$ cat src/rtl/sbox_layer_seq.sv
// sbox_layer_seq: nibble-serial sequencer that streams a state word through one
// shared external 4-bit S-box, LANES nibbles per cycle, with valid/ready on both sides.
`default_nettype none

module sbox_layer_seq #(
    parameter int NIBBLES = 16,
    parameter int LANES   = 1
) (
    input  logic                 clk,
    input  logic                 rst_n,
    input  logic                 clear,
    input  logic                 in_valid,
    output logic                 in_ready,
    input  logic [4*NIBBLES-1:0] in_data,
    output logic                 out_valid,
    input  logic                 out_ready,
    output logic [4*NIBBLES-1:0] out_data,
    output logic [4*LANES-1:0]   sbox_in,
    input  logic [4*LANES-1:0]   sbox_out,
    output logic                 busy
);

    localparam int W     = 4 * NIBBLES;
    localparam int STEPS = NIBBLES / LANES;
    localparam int CW    = (STEPS > 1) ? $clog2(STEPS) : 1;
    localparam logic [CW-1:0] LAST_STEP = CW'(STEPS - 1);

    localparam logic [1:0] IDLE = 2'd0;
    localparam logic [1:0] RUN  = 2'd1;
    localparam logic [1:0] DONE = 2'd2;

    generate
        if (LANES < 1 || LANES > NIBBLES) begin : g_bad_lanes
            $error("sbox_layer_seq: LANES must be in 1..NIBBLES");
        end else if ((NIBBLES % LANES) != 0) begin : g_bad_divide
            $error("sbox_layer_seq: LANES must divide NIBBLES");
        end
    endgenerate

    logic [1:0]    state;
    logic [CW-1:0] cnt;
    logic [W-1:0]  sreg;
    logic [W-1:0]  next_sreg;

    // Substituted lanes enter at the MSB end, so after STEPS shifts the word is back in order.
    generate
        if (NIBBLES == LANES) begin : g_single_step
            assign next_sreg = sbox_out;
        end else begin : g_shift_step
            assign next_sreg = {sbox_out, sreg[W-1:4*LANES]};
        end
    endgenerate

    always_ff @(posedge clk or negedge rst_n) begin
        if (!rst_n) begin
            state <= IDLE;
            cnt   <= '0;
            sreg  <= '0;
        end else if (clear) begin
            state <= IDLE;
            cnt   <= '0;
        end else begin
            case (state)
                IDLE: begin
                    if (in_valid) begin
                        sreg  <= in_data;
                        cnt   <= '0;
                        state <= RUN;
                    end
                end
                RUN: begin
                    sreg <= next_sreg;
                    cnt  <= cnt + 1'b1;
                    if (cnt == LAST_STEP) begin
                        state <= DONE;
                    end
                end
                DONE: begin
                    if (out_ready) begin
                        state <= IDLE;
                    end
                end
                default: begin
                    state <= IDLE;
                end
            endcase
        end
    end

    assign in_ready  = (state == IDLE);
    assign out_valid = (state == DONE);
    assign busy      = (state == RUN) || (state == DONE);
    assign out_data  = sreg;
    assign sbox_in   = sreg[4*LANES-1:0];

endmodule

`default_nettype wire

$ cat config.mk
export PLATFORM = sky130hd
export DESIGN_NAME = sbox_layer_seq
export DESIGN_NICKNAME = d
export VERILOG_FILES = /design/src/rtl/sbox_layer_seq.sv
export SDC_FILE = /design/constraint.sdc
export NUM_CORES = 1
export LEC_CHECK = 0
export ABC_AREA = 1
export ABC_CLOCK_PERIOD_IN_PS = 1800
export CORE_MARGIN = 8
export CORE_UTILIZATION = 44
export DETAILED_ROUTE_END_ITERATION = 7
export PLACE_DENSITY = 0.81
export SETUP_SLACK_MARGIN = 0.02
export SYNTH_ARGS = -nofsm -noshare
export SYNTH_HDL_FRONTEND = slang
export SYNTH_SLANG_ARGS = --single-unit
$ cat constraint.sdc
create_clock -name clk -period 1.8 [get_ports clk]
set_input_delay 0.36 -clock clk [delete_from_list [all_inputs] [get_ports clk]]
set_output_delay 0.36 -clock clk [all_outputs]
set_load 0.01 [all_outputs]
Yosys cells after proc, flatten, opt, wreduce, memory -nomap -nowiden. Index checks and enable logic that the tools add are counted.

Logic and storage cells: 29. Output and inout bits: 71. Register bits after elaboration: 70.

Add/sub/neg operators: 1. Reductions and logical operators: 7. Bitwise logic cells: 1. Eq/ne operators: 7. Multiplexer cells: 10.

Operators by type and width (number): $pmux W64 S2 (1); $mux W64 (1); $mux W2 (4); $mux W4 (2); $pmux W4 S2 (1); $ne A3 B3 Y1 const B (2); $pmux W2 S3 (1); $reduce_and A3 Y1 (2); $add A4 B1 Y4 const B (1); $eq A4 B4 Y1 const B (1); $ne A3 B2 Y1 const B (1); $reduce_bool A3 Y1 (1); $eq A2 B1 Y1 const B (1); $eq A2 B2 Y1 const B (1); $logic_not A2 Y1 (1); $ne A2 B2 Y1 const B (1); $reduce_and A2 Y1 (1); $reduce_bool A2 Y1 (1); $logic_or A1 B1 Y1 (1); $not A1 Y1 (1).

Depth between registers and ports, before layout. Gate-level depths: netlist of run 1.

Word-level depth: 4. Mapped depth: 11. Gate-level depth less buffers: 9.

Least setup slack after synthesis of run 1. Ideal clock, no wire load.

Path type: register to register. From: register state[0]. To: register sreg[32] (netlist: out_data[32]). Stages on the path, launching flop included: 11. Data required time: 1.734 ns. Arrival time: 1.485 ns. Setup slack: 0.250 ns. Clock period less this slack: 1.550 ns. Path through: dfrtp_1 inv_1 ha_1 inv_1 nand2_2 nand2_4 nor2_4 buf_6 buf_6 o211ai_2 nand2_1.

Word-level cells in the longest chain between the ends: 3. Elaborated cells between the ends (all ways): 6. Classes of those cells: 2 x eq/ne; 1 x mux; 3 x reduce/logical.

Ends and longest elaborated chain: start, declared (line 40) `logic [1:0] state;`; start signal, assigned (line 56) `state <= IDLE;`; start signal, assigned (line 60) `state <= IDLE;`; start signal, assigned (line 68) `state <= RUN;`; $logic_not A2 Y1 (*); via in_ready (line 13) `output logic in_ready,`; $ne A2 B2 Y1 (no source line) or $reduce_bool A2 Y1 (tied branches); $reduce_and A3 Y1 (no source line); end signal, assigned (line 66) `sreg <= in_data;`; end signal, assigned (line 72) `sreg <= next_sreg;`; end, declared (line 42) `logic [W-1:0] sreg;`.

Mark *: on every way through the listed nets, which the timed path passes. The rest lies on a longest branch. A chain may end at the register's enable or synchronous reset.

Final worst setup path of run 1.
From: register state[1]. To: register sreg[51] (netlist: out_data[51]).

Word-level cells in the longest chain between the ends: 3. Elaborated cells between the ends (all ways): 6. Classes of those cells: 2 x eq/ne; 1 x mux; 3 x reduce/logical.

Ends and longest elaborated chain: $eq A2 B1 Y1 or $logic_not A2 Y1 (tied branches) (line 63) `case (state)`; $reduce_bool A2 Y1 (no source line) or $ne A2 B2 Y1 (tied branches); $reduce_and A3 Y1 (no source line).

Parallel ways exist; a longest one is shown, timed or not.

==> results of run 1 <==
[state kept, by name, summed over array words and instances, names as in the netlist]
register	cells
cnt	4
out_data	64
state	2
[layer usage]
| layer | vias up | share of wire | GRT usage | wire, um |
|---|---|---|---|---|
| met3 | 15 | 0.073 | 0.0575 | 820 |
| met2 | 116 | 0.48 | 0.307 | 5410 |
| met5 | - | 0 | 0 | 0 |
| li1 | 1700 | - | - | - |
| met1 | 1711 | 0.43 | 0.252 | 4810 |
| met4 | 0 | 0.013 | 0.0535 | 147 |
[cells in the mapped netlist (all sizes together)]
master	n	area share
clkbuf	23	0.024
nand2	97	0.10
buf	15	0.027
ha	5	0.017
a31oi	1	0.0017
a21oi	2	0.0027
nor2	5	0.0071
nand4	3	0.0051
o211ai	59	0.13
dfrtp	70	0.47
o21ai	66	0.090
inv	16	0.017
nand3b	1	0.0020
or2	55	0.093
nand3	8	0.011
[power by group]
group,leakage [nW],internal (W),switching (W)
clock,0.0821,0.000520,0.000552
combinational,1.38,0.00260,0.00254
sequential,0.870,0.00232,0.000557
[cell type report]
| class | instances | area share |
|---|---|---|
| Sequential cell | 70 | 0.325 |
| Multi-Input combinational cell | 302 | 0.314 |
| Clock buffer | 12 | 0.0269 |
| Clock inverter | 2 | 0.00186 |
| Timing Repair Buffer | 157 | 0.296 |
| Tap cell | 105 | 0.0244 |
| Inverter | 16 | 0.0116 |
[kinds of logic after synthesis]
family	after synthesis	share of synthesized area
and+or+nand+nor	169	0.220
AOI/OAI and AO/OA	128	0.221
DFF	70	0.475
buffers and inverters	54	0.0675
adders and majority gates	5	0.0170
[repair_timing]
action | in CTS | in global routing
resized for setup | 4 | 7
setup endpoints to repair | 4 | 15
buffers inserted | 0 | 1
hold buffers | 0 | 0
[through the flow]
step / TNS [ns] / power (W) / cells
floorplan: 0 / 0.00549 / 426
global placement: 0 / 0.00794 / 649
detailed placement: -0.0770 / 0.00809 / 649
CTS: 0 / 0.00917 / 663
global route: 0 / 0.00980 / 664
finish: 0 / 0.00909 / 664
[worst max-delay path by stage]
stage	startpoint	end	slack, ns
after CTS	state[0]	busy	0.03
after floorplan	state[0]	out_data[32]	0.25
after global routing	state[0]	out_data[51]	0.008
after global placement	in_valid	out_data[52]	0.05
final	state[1]	out_data[51]	0.1
after detailed placement	in_valid	out_data[51]	-0.05
==> results.yml, run 1 <==
critical_path:
  critPathKind: "flop to flop"
  worstPathMaxFanout: 31
  cp_top_family: "flip-flops"
  r2r_setup_slack_ns: 0.1
  endpoint_kind: "flop"
  r2r.worst_path.cells: 7
  crit_chain: "inv_2 > ha_2 > inv_4 > buf_4 > or2_2 > o211ai_1 > nand2_1"
  crit_cells: 7
  crit_slowest_cell: "dfrtp_1"
  crit_buf_inv: 3
  arrival_ns: 1.91
  crit_required_ns: 2.00
  cp-start-kind: "flop"
  max_stage_delay_ns: 0.42
  worstReg2RegStart: "state[1]"
  r2r_end: "out_data[51]"
placed_design:
  dpl_cell_area_sq_mm: 0.00523
  dp_slack_ns: -0.0471
  port_buffers: 143
  gp_congestion: 0.852
  hpwlAfterDp_um: 7850
drt:
  drc: 0
  vias: 3542
  ant_nets: 0
  wl_um: 11200
  vias_per_cell: 5.33
  wl_per_cell_um: 16.9
  drt_iter0_drc: 153
  drt_first_pass_iters: 4
sta:
  setup-violations-final: 0
  finClkSkew_ns: 0.00991
  fmax_ghz: 0.588
  tightest_slew_ns: 0.378
  fin_crit_sh: 0.945
  hold_violations: 0
  setup_ws_ns: 0.0981
  whs_ns: 0.0323
  drv_slew: 0
  rsz0062_at_grt: "true"
  slew_headroom: 0.748
  period_needed_ns: 1.70
layout:
  final_common_cell: "clkdlybuf4s50_1"
  seq_area_sq_mm: 0.00175
  multiInputGateArea_sq_mm: 0.00169
  stdcell_area_sq_mm: 0.00539
  diodes: 0
  nNetsFinal: 634
  nFillCells: 688
  area_growth_pct: 46.1
  drive_above_1_share: 0.172
  final_util: 0.659
  final_cell_mix: "clkdlybuf4s50_1, nand2_1, dfrtp_1, o21ai_0, or2_2"
yosys:
  yosys_register_bits: 70
  yosysUniqueCellTypes: 25
  avgSynthCellArea_sq_um: 8.66
  synthCells: 426
  synth_fp_nets: 504
  ys_warn_count: 0
  netlist_area_sq_mm: 0.00369
  ys_seq_area_frac: 0.475
power_and_ir_drop:
  peakVddDrop_mv: 0.848
  power_density_mw_per_mm2: 1690
  p_leak_nw: 2.34
clocking:
  cts_tree: "built"
  htree_levels: 3
  cts_buffers: 9
  cts-root-buf: "clkbuf_8"
  cts_buffer_depth: 2
  worstSkewPairLatency_ns: 0.33
  clock_sinks: 70
  clkSlewWorstSetupHoldPaths_ns: 0.07
grt:
  overflow: 0
  grt_antenna_before_repair: 0
  first_global_vias: 3579
  grt_pass1_wl_um: 18200
  grt_max_degree: 72
  track_usage: 0.194
die:
  placementRows: 33
  io_pins: 144
  dieArea_sq_mm: 0.0116
  initial_core_util: 0.451
  die_x_um: 108
  core-area_sq_mm: 0.00818
  die_h_um: 108
run_status:
  status: "complete, no violations"
flow_run:
  drv_cap: 0
hold_path:
  worstHoldPathType: "primary input to asynchronous set/reset pin"
Power figures use the tool's default switching activity.
==> run 2: changes to the inputs <==
- ABC_CLOCK_PERIOD_IN_PS: 1800 -> 1700
- TNS_END_PERCENT: not set -> 50
- clock period: 1.8 -> 1.7 ns (I/O delays scaled with it)
==> run 2 against run 1 <==
Effect of this change:
- register-to-register slack worse by 0.12 ns
- total power is 13% higher
- routed wire length is 4.6% higher
- the run now ends with negative hold slack, negative setup slack left
- critical path type unchanged
- worst setup slack worse by 0.12 ns
- clock power is 55% higher
- sequential share of layout area is 0.77 points lower
- critical path depth is 2 higher
- largest cell class unchanged
- sequential power is 6% higher
==> results.yml, run 2 (same netlist as run 1, synthesis figures left out) <==
run_status:
  status: "finished, violations left"
  failed_checks: "negative hold slack, negative setup slack"
die:
  dieArea_sq_mm: 0.0116
  initial_core_util: 0.451
  die_x_um: 108
  io_pins: 144
  core-area_sq_mm: 0.00818
  placementRows: 33
  die_h_um: 108
clocking:
  cts-root-buf: "clkbuf_8"
  postCtsSetupBuffers: 0
  clkSlewWorstSetupHoldPaths_ns: 0.07
  cts_tree: "built"
  cts_buffers: 9
  worstSkewPairLatency_ns: 0.34
  cts_buffer_depth: 2
  postCtsHoldBufs: 0
  htree_levels: 3
  clock_sinks: 70
sta:
  finClkSkew_ns: 0.00848
  rsz0062_at_grt: "true"
  period_needed_ns: 1.72
  hold_violations: 8
  fin_crit_sh: 1.01
  fin_setup_tns_ns: -0.0219
  fmax_ghz: 0.581
  tightest_slew_ns: 0.405
  drv_slew: 0
  slew_headroom: 0.730
  setup-violations-final: 1
  setup_ws_ns: -0.0219
  whs_ns: -0.0126
drt:
  vias_per_cell: 5.43
  wl_um: 11700
  ant_nets: 0
  vias: 3634
  drc: 0
  drt_iter0_drc: 220
  wl_per_cell_um: 17.5
  drt_first_pass_iters: 5
layout:
  final_cell_mix: "clkdlybuf4s50_1, nand2_1, dfrtp_1, or2_2, o211ai_1"
  area_growth_pct: 49.7
  drive_above_1_share: 0.181
  diodes: 0
  seq_area_sq_mm: 0.00175
  final_common_cell: "clkdlybuf4s50_1"
  multiInputGateArea_sq_mm: 0.00169
  nNetsFinal: 637
  largest_reg_flops: 64
  nFillCells: 643
critical_path:
  worstPathMaxFanout: 27
  crit_required_ns: 1.92
  endpoint_kind: "flop"
  arrival_ns: 1.94
  critPathKind: "flop to flop"
  cp-start-kind: "flop"
placed_design:
  gp_congestion: 0.863
  port_buffers: 143
  hpwlAfterDp_um: 8160
power_and_ir_drop:
  p_leak_nw: 2.40
  p_total_w: 0.0103
  peakVddDrop_mv: 0.943
  power_density_mw_per_mm2: 1870
flow_run:
  drv_cap: 0
grt:
  grt_antenna_before_repair: 0
  grt_max_degree: 71
  first_global_vias: 3690
  overflow: 0
  track_usage: 0.198
  grt_pass1_wl_um: 18700
hold_path:
  worstHoldPathType: "primary input to asynchronous set/reset pin"
## run 2: cell types whose count changed in the layout (fill, tap and decap cells not counted), sizes merged
cell           change
buf                +3
bufinv             +3
clkbuf             -2
clkdlybuf4s15      +2
clkdlybuf4s50      -1
clkinv             -1
clkinvlp           +1
dlygate4sd2        -1
dlymetal6s2s       +1
## run 2: critical path: stages (launching register included)
cell     delay, ns
dfrtp_1       0.37
buf_4         0.12
ha_2          0.24
inv_4         0.06
nand2_2       0.07
nand2_4       0.05
buf_4         0.17
buf_12        0.16
o21ai_0       0.24
nand2_1       0.10
## run 2: per-layer routing
metal  share of wire  routed length, um  track usage  vias to the layer above
li1                -                  -            -                     1707
met1            0.41               4800        0.252                     1748
met2            0.49               5740        0.316                      163
met3           0.085               1000       0.0569                       16
met4           0.014                168       0.0644                        0
met5               0                  0            0                        -
## run 2: final timing paths
path                            startpoint            to  slack, ns  cells after the start
max in group asynchronous            rst_n  out_data[18]       1.37                      2
min in group clk                    cnt[0]        cnt[0]       0.52                      1
worst max register to register    state[0]  out_data[33]      -0.02                      9
worst max-delay path              state[0]  out_data[33]      -0.02                      9
worst min-delay path                 rst_n      state[0]      -0.01                      2
worst min register to register      cnt[0]        cnt[0]       0.52                      1
## run 2: power by group
group / leakage (nW) / switching [W] / internal, W / total [W]
Clock: 0.120 / 0.000643 / 0.00102 / 0.00166
Sequential: 0.870 / 0.000593 / 0.00245 / 0.00305
Combinational: 1.41 / 0.00278 / 0.00282 / 0.00560
Total: 2.40 / 0.00402 / 0.00630 / 0.0103
## run 2: layout make-up
type	count	area share
Clock buffer	11	0.0256
Clock inverter	5	0.0193
Inverter	16	0.0113
Multi-Input combinational cell	302	0.307
Sequential cell	70	0.317
Tap cell	105	0.0238
Timing Repair Buffer	160	0.296
## run 2: metrics by stage
stage                     utilization  std cells  setup WS, ns  area [sq um]
after floorplan                     -        426         0.150          3690
after global placement          0.643        653       -0.0228          5260
after detailed placement        0.643        653       -0.0922          5260
final                           0.675        669       -0.0219          5520
after global routing            0.675        669       -0.0596          5520
after CTS                       0.674        669        0.0401          5510
## run 2: timing repair
action	4_1_cts	5_1_grt
resized for setup	9	11
cloned	0	0
setup endpoints to repair	3	24
